**src/rtl/conv_result_writeback_pkg.sv**
```systemverilog
// conv_result_writeback_pkg
//   Shared definitions for the convolution result write-back path:
//     - wb_state_e        : write-back FSM states (IDLE/RUN/DRAIN/DONE)
//     - pixels_per_word() : derives PPW = MEM_WIDTH / PIX_WIDTH
//     - result_to_pixel() : converts an already shifted, sign-extended result
//                           into a pixel, either truncating or saturating
//   Configuration: the RESULT_SAT_EN macro is consumed by result_pixel_conv,
//   which selects the saturating or truncating mode of result_to_pixel().

package conv_result_writeback_pkg;

    typedef enum logic [1:0] {
        ST_IDLE  = 2'd0,
        ST_RUN   = 2'd1,
        ST_DRAIN = 2'd2,
        ST_DONE  = 2'd3
    } wb_state_e;

    function automatic int pixels_per_word(input int mem_width, input int pix_width);
        return mem_width / pix_width;
    endfunction

    // The result is carried as 32-bit signed so one function serves every
    // parameterisation. The caller keeps only the low pix_width bits.
    function automatic logic [31:0] result_to_pixel(input logic signed [31:0] s,
                                                    input int                 pix_width,
                                                    input logic               saturate);
        logic [31:0] pix_max;
        pix_max = (32'd1 << pix_width) - 32'd1;
        if (saturate) begin
            if (s < 0) begin
                return '0;
            end
            if (s > $signed(pix_max)) begin
                return pix_max;
            end
            return s;
        end
        return s & pix_max;
    endfunction

endpackage

```
**src/rtl/conv_result_writeback_pixel_conv.sv**
```systemverilog
// result_pixel_conv
//   Combinational conversion of one signed bus result into an unsigned pixel:
//   arithmetic right shift by RES_SHIFT, then truncation (default) or
//   clamping to [0, 2^PIX_WIDTH-1] when the RESULT_SAT_EN macro is defined.
// Ports
//   res_data  in   RES_WIDTH  signed two's complement result
//   pixel     out  PIX_WIDTH  converted pixel

module result_pixel_conv
    import conv_result_writeback_pkg::*;
#(
    parameter int RES_WIDTH = 18,
    parameter int PIX_WIDTH = 8,
    parameter int RES_SHIFT = 0
) (
    input  logic [RES_WIDTH-1:0] res_data,
    output logic [PIX_WIDTH-1:0] pixel
);

`ifdef RESULT_SAT_EN
    localparam logic SATURATE = 1'b1;
`else
    localparam logic SATURATE = 1'b0;
`endif

    logic signed [31:0] res_ext;
    logic signed [31:0] res_shifted;
    logic [31:0]        pix_full;
    logic               unused_pix_hi;

    always_comb begin
        res_ext     = {{(32-RES_WIDTH){res_data[RES_WIDTH-1]}}, res_data};
        res_shifted = res_ext >>> RES_SHIFT;
        pix_full    = result_to_pixel(res_shifted, PIX_WIDTH, SATURATE);
        pixel       = pix_full[PIX_WIDTH-1:0];
    end

    // Upper bits are always zero after conversion; only the pixel is kept.
    assign unused_pix_hi = ^pix_full[31:PIX_WIDTH];

endmodule

```
**src/rtl/conv_result_writeback.sv**
```systemverilog
// conv_result_writeback
//   Drains convolution results off the bus, converts each to a pixel, packs
//   PPW pixels per memory word (first pixel at the LSBs) and writes the words
//   to consecutive addresses starting at base_addr. A pack register plus a
//   write holding register let the bus run at one result per cycle; the bus
//   stalls only while memory back-pressures.
//   Optional feature: define RESULT_SAT_EN for saturating pixel conversion.
// Ports
//   clk, rst       clock, synchronous active-high reset
//   start          1-cycle pulse, latches base_addr/num_results (IDLE only)
//   base_addr      first write address
//   num_results    results in the job (0 -> immediate done)
//   res_valid/res_ready/res_data   result bus handshake
//   mem_wr_valid/mem_wr_ready/mem_addr/mem_data   memory write handshake
//   busy           high while the job is in RUN or DRAIN
//   done           1-cycle pulse when the job completes

module conv_result_writeback
    import conv_result_writeback_pkg::*;
#(
    parameter int MEM_WIDTH  = 16,
    parameter int RES_WIDTH  = 18,
    parameter int PIX_WIDTH  = 8,
    parameter int RES_SHIFT  = 0,
    parameter int ADDR_WIDTH = 12,
    parameter int CNT_WIDTH  = 16
) (
    input  logic                  clk,
    input  logic                  rst,
    input  logic                  start,
    input  logic [ADDR_WIDTH-1:0] base_addr,
    input  logic [CNT_WIDTH-1:0]  num_results,
    input  logic                  res_valid,
    input  logic [RES_WIDTH-1:0]  res_data,
    output logic                  res_ready,
    output logic                  mem_wr_valid,
    input  logic                  mem_wr_ready,
    output logic [ADDR_WIDTH-1:0] mem_addr,
    output logic [MEM_WIDTH-1:0]  mem_data,
    output logic                  busy,
    output logic                  done
);

    localparam int PPW   = pixels_per_word(MEM_WIDTH, PIX_WIDTH);
    localparam int IDX_W = (PPW > 1) ? $clog2(PPW) : 1;
    localparam logic [IDX_W-1:0] LAST_SLOT = IDX_W'(PPW - 1);

    wb_state_e             state_q, state_d;
    logic [CNT_WIDTH-1:0]  remain_q, remain_d;
    logic [ADDR_WIDTH-1:0] next_addr_q, next_addr_d;
    logic [MEM_WIDTH-1:0]  pack_q, pack_d;
    logic [IDX_W-1:0]      slot_q, slot_d;
    logic                  hold_valid_q, hold_valid_d;
    logic [ADDR_WIDTH-1:0] hold_addr_q, hold_addr_d;
    logic [MEM_WIDTH-1:0]  hold_data_q, hold_data_d;
    logic                  busy_q, busy_d;
    logic                  done_q, done_d;

    logic [PIX_WIDTH-1:0]  pixel;
    logic [MEM_WIDTH-1:0]  pack_next;
    logic                  last_result;
    logic                  word_completes;
    logic                  hold_fire;
    logic                  hold_can_load;
    logic                  accept;

    result_pixel_conv #(
        .RES_WIDTH (RES_WIDTH),
        .PIX_WIDTH (PIX_WIDTH),
        .RES_SHIFT (RES_SHIFT)
    ) u_pixel_conv (
        .res_data (res_data),
        .pixel    (pixel)
    );

    // The pack register never holds a finished word: a pixel that would
    // finish one (PPW-th pixel or final result) is only accepted when the
    // holding register can take the word in the same cycle.
    always_comb begin
        last_result    = (remain_q == CNT_WIDTH'(1));
        word_completes = (slot_q == LAST_SLOT) || last_result;
        hold_fire      = hold_valid_q && mem_wr_ready;
        hold_can_load  = !hold_valid_q || hold_fire;
        res_ready      = (state_q == ST_RUN) && (!word_completes || hold_can_load);
        accept         = res_valid && res_ready;
        pack_next      = pack_q;
        for (int k = 0; k < PPW; k++) begin
            if (slot_q == IDX_W'(k)) begin
                pack_next[k*PIX_WIDTH +: PIX_WIDTH] = pixel;
            end
        end
    end

    always_comb begin
        state_d      = state_q;
        remain_d     = remain_q;
        next_addr_d  = next_addr_q;
        pack_d       = pack_q;
        slot_d       = slot_q;
        hold_valid_d = hold_valid_q;
        hold_addr_d  = hold_addr_q;
        hold_data_d  = hold_data_q;

        if (hold_fire) begin
            hold_valid_d = 1'b0;
        end

        case (state_q)
            ST_IDLE: begin
                if (start) begin
                    next_addr_d = base_addr;
                    remain_d    = num_results;
                    pack_d      = '0;
                    slot_d      = '0;
                    state_d     = (num_results == '0) ? ST_DONE : ST_RUN;
                end
            end
            ST_RUN: begin
                if (accept) begin
                    remain_d = remain_q - CNT_WIDTH'(1);
                    if (word_completes) begin
                        // Clearing the pack register zero-pads a partial final word.
                        hold_valid_d = 1'b1;
                        hold_addr_d  = next_addr_q;
                        hold_data_d  = pack_next;
                        next_addr_d  = next_addr_q + ADDR_WIDTH'(1);
                        pack_d       = '0;
                        slot_d       = '0;
                    end else begin
                        pack_d = pack_next;
                        slot_d = slot_q + IDX_W'(1);
                    end
                    if (last_result) begin
                        state_d = ST_DRAIN;
                    end
                end
            end
            ST_DRAIN: begin
                // Leaving on the final handshake itself puts DONE one cycle after it.
                if (hold_can_load && (slot_q == '0)) begin
                    state_d = ST_DONE;
                end
            end
            ST_DONE: begin
                state_d = ST_IDLE;
            end
            default: begin
                state_d = ST_IDLE;
            end
        endcase

        busy_d = (state_d == ST_RUN) || (state_d == ST_DRAIN);
        done_d = (state_d == ST_DONE);
    end

    always_ff @(posedge clk) begin
        if (rst) begin
            state_q      <= ST_IDLE;
            remain_q     <= '0;
            next_addr_q  <= '0;
            pack_q       <= '0;
            slot_q       <= '0;
            hold_valid_q <= 1'b0;
            hold_addr_q  <= '0;
            hold_data_q  <= '0;
            busy_q       <= 1'b0;
            done_q       <= 1'b0;
        end else begin
            state_q      <= state_d;
            remain_q     <= remain_d;
            next_addr_q  <= next_addr_d;
            pack_q       <= pack_d;
            slot_q       <= slot_d;
            hold_valid_q <= hold_valid_d;
            hold_addr_q  <= hold_addr_d;
            hold_data_q  <= hold_data_d;
            busy_q       <= busy_d;
            done_q       <= done_d;
        end
    end

    assign mem_wr_valid = hold_valid_q;
    assign mem_addr     = hold_addr_q;
    assign mem_data     = hold_data_q;
    assign busy         = busy_q;
    assign done         = done_q;

endmodule

```
**config.mk**
```make
export PLATFORM = sky130hd
export DESIGN_NAME = conv_result_writeback
export DESIGN_NICKNAME = d
export VERILOG_FILES = /design/src/rtl/conv_result_writeback_pkg.sv /design/src/rtl/conv_result_writeback_pixel_conv.sv /design/src/rtl/conv_result_writeback.sv
export SDC_FILE = /design/constraint.sdc
export NUM_CORES = 1
export LEC_CHECK = 0
export CAP_MARGIN = 25
export CELL_PAD_IN_SITES_DETAIL_PLACEMENT = 1
export CELL_PAD_IN_SITES_GLOBAL_PLACEMENT = 2
export CORE_UTILIZATION = 32
export CTS_CLUSTER_SIZE = 24
export DETAILED_ROUTE_END_ITERATION = 10
export PLACE_DENSITY = 0.81
export SYNTH_ARGS = -nofsm -noshare
export SYNTH_HDL_FRONTEND = slang
export SYNTH_SLANG_ARGS = --single-unit
```
**constraint.sdc**
```tcl
create_clock -name clk -period 5.8 [get_ports clk]
set_clock_uncertainty 0.1 [all_clocks]
set_input_delay 1.16 -clock clk [delete_from_list [all_inputs] [get_ports clk]]
set_output_delay 1.16 -clock clk [all_outputs]
set_load 0.1 [all_outputs]
```
==> impl_metrics.json <==
{
  "status": "finished, final reports clean",
  "crit_required_ns": 4.54,
  "nets": 561,
  "drc": 0,
  "die_area_sq_um": 12200,
  "wire_per_inst_um": 16.6,
  "setup_viol": 0,
  "crit_cells": 4,
  "worst_hold_path_type": "flop to flop",
  "power_switching_mw": 0.450,
  "slowest_delay_ns": 1.17,
  "yosysTopAreaCell": "dfxtp_1",
  "cts-root-buf": "clkbuf_16",
  "syn_avg_cell_area_sq_um": 8.45,
  "worst-setup-path-type": "input port to output pin",
  "r2r_setup_slack_ns": 2.87,
  "synth-edff-count": 0,
  "grt_pass1_vias": 3442,
  "path_clk_slew_ns": 0.06,
  "drive_above_1_share_pct": 9.39,
  "synth_top_area_share_pct": 41.5,
  "final_cells": 654,
  "io_pins": 83,
  "synth_cell_types": 47,
  "synth-async-reset-ratio_pct": 0,
  "cp.arrival_ns": 3.07,
  "slew_violations": 0,
  "period_needed_ns": 4.33,
  "r2r_end": "mem_data[0]$_SDFFE_PP0P_",
  "ys_ff_latch": 78,
  "placed_cells_incl_taps": 638,
  "comb_power_share_pct": 20.1,
  "clock-sinks": 78,
  "p_clk_share_pct": 40.4,
  "rows": 39,
  "endpoint_kind": "output pin",
  "track_usage_pct": 18.9,
  "dpl.hpwl_um": 7190,
  "grt_max_degree": 68,
  "die_x_um": 110,
  "grt-ovfl-total": 0,
  "internal_power_mw": 1.06,
  "final_common_cell": "dfxtp_1",
  "clk_latency_ns": 0.34,
  "hold_buffers": 0,
  "ant_nets": 0,
  "wl_um": 10900,
  "crit_path_top_delay_cell": "clkdlybuf4s50_1",
  "critPathBufInv": 2,
  "fp.coreArea_sq_um": 11400,
  "fin_crit_sh_pct": 74.7,
  "seqPwrFrac_pct": 39.5,
  "antenna_found_initial": 0,
  "crit_chain": "clkdlybuf4s50_1 > nor2b_1 > a21oi_1 > clkdlybuf4s50_1",
  "worstMarginPinSlew_ns": 1.02,
  "worstReg2RegStart": "remain_q[4]$_SDFFE_PP0P_",
  "synthesis.area_sq_um": 3760,
  "reg2reg_depth": 6,
  "yosysSeqAreaShare_pct": 41.5,
  "maxCapViolations": 0,
  "crit_fanout": 2,
  "critical-path-top-delay-family": "buffers and inverters",
  "finalHoldViolations": 0,
  "maxSlewHeadroom_pct": 31.3,
  "diodes": 0,
  "cts-htree-levels": 3,
  "p_sw_share_pct": 29.9,
  "drt_pass1_iterations": 4,
  "ctsLongestPathBuffers": 2,
  "yosysWarnings": 0,
  "die_h_um": 110,
  "holdPathEnd": "mem_addr[5]$_SDFFE_PP0P_",
  "grt_pass1_wl_um": 17500,
  "drtIter0Drc": 132,
  "leakagePower_nw": 1.71,
  "post_cts.repair.setup_buffers": 0,
  "tritoncts": "built",
  "tns_ns": 0,
  "critPathMostFrequentCell": "clkdlybuf4s50_1",
  "start_kind": "input port",
  "start_util_pct": 32.9,
  "hp-start": "mem_addr[5]$_SDFFE_PP0P_",
  "area_delta_synth_final_pct": 29.8,
  "fmax_mhz": 231,
  "vdd.ir_drop.worst_uv": 163,
  "yosys-top-cells-area": "dfxtp_1 (42%), a21oi_1 (7.5%), nand2_1 (6.4%), mux2i_1 (4.5%), a211oi_2 (4.3%)",
  "synthCells": 445,
  "synth_flop_cell": "dfxtp_1",
  "routabilityCongestion": 0.731,
  "vias": 3507,
  "portBuffers": 72,
  "rsz0062_at_grt": "false",
  "hold_depth": 2,
  "layout_common_cells": "dfxtp_1 (78), clkdlybuf4s50_1 (71), nand2_1 (64), a21oi_1 (56), nor2_1 (36)",
  "syn-num-nets": 500,
  "cts.repair.resized": 0,
  "numCtsBuffers": 9,
  "viasPerCell": 5.36,
  "powerDensity_nw_per_um2": 309
}
final cells by class:
class	count	area [sq um]
inverter	2	7.51
multi-input combinational	336	2040
fill	1348	6540
clock inverter	7	96.3
sequential	78	1560
clock buffer	9	225
timing repair buffer	79	768
tap	143	179
registers in the layout (all words and copies together), names as in the netlist:
signal and cells:
slot_q 1, done 1, next_addr_q 12, mem_data 16
remain_q 16, busy 1, mem_wr_valid 1, pack_q 16
state_q 2, mem_addr 12
synth_stat cells, types with 8 or more instances:
master    number
nor2_1        36
nand2_1       64
a22o_1        11
nor3_1        10
dfxtp_1       78
and2_1        11
mux2i_1       17
nand2b_1       8
clkbuf_1      18
and3_1         8
a21oi_1       56
o21ai_0       29
a211oi_2      13
worst max-delay path by stage:
stage	startpoint	end	slack (ns)
detailed placement	mem_wr_ready	res_ready	1.46
global route	mem_wr_ready	res_ready	1.44
global placement	mem_wr_ready	res_ready	1.47
floorplan	mem_wr_ready	res_ready	1.87
CTS	mem_wr_ready	res_ready	1.46
finish	mem_wr_ready	res_ready	1.47
per-stage QoR:
step	instance area (sq um)	setup WS, ns	util, %	hold WS [ns]	power (mW)
floorplan	3760	1.87	-	0.329	0.813
global placement	4560	1.47	39.9	0.342	0.903
detailed placement	4560	1.46	39.9	0.347	0.910
CTS	4880	1.46	42.7	0.359	1.52
global route	4880	1.44	42.7	0.367	1.58
finish	4880	1.47	42.7	0.354	1.51
worst reg2reg max path, delay by kind of cell (launching register included):
| family | cells | cell delay [ns] |
|---|---|---|
| buf+inv | 1 | 0.43 |
| simple gates | 3 | 0.93 |
| compound gates | 2 | 1.00 |
| flops | 1 | 0.39 |
cell families after synthesis:
logic type                 share of synthesized area [%]
and+or+nand+nor                                     23.6
DFF                                                 41.5
muxes                                               4.53
buffers and inverters                               4.43
adders and majority gates                           1.33
AOI/OAI and AO/OA                                   24.6
metal layers:
layer,global-route usage (%),part of all wire (%),up-vias
met3,3.06,3.0,13
li1,-,-,1737
met5,0,0,-
met4,8.55,2.2,0
met1,23.1,45,1703
met2,32.3,50,54
power by group through the flow:
stage | logic [mW] | clock network, mW | registers, mW
floorplan | 0.175 | 0 | 0.638
global placement | 0.298 | 0 | 0.605
detailed placement | 0.303 | 0 | 0.607
CTS | 0.305 | 0.624 | 0.595
global route | 0.332 | 0.646 | 0.600
finish | 0.302 | 0.608 | 0.596
Note: power is estimated with default switching activity, not from simulation.
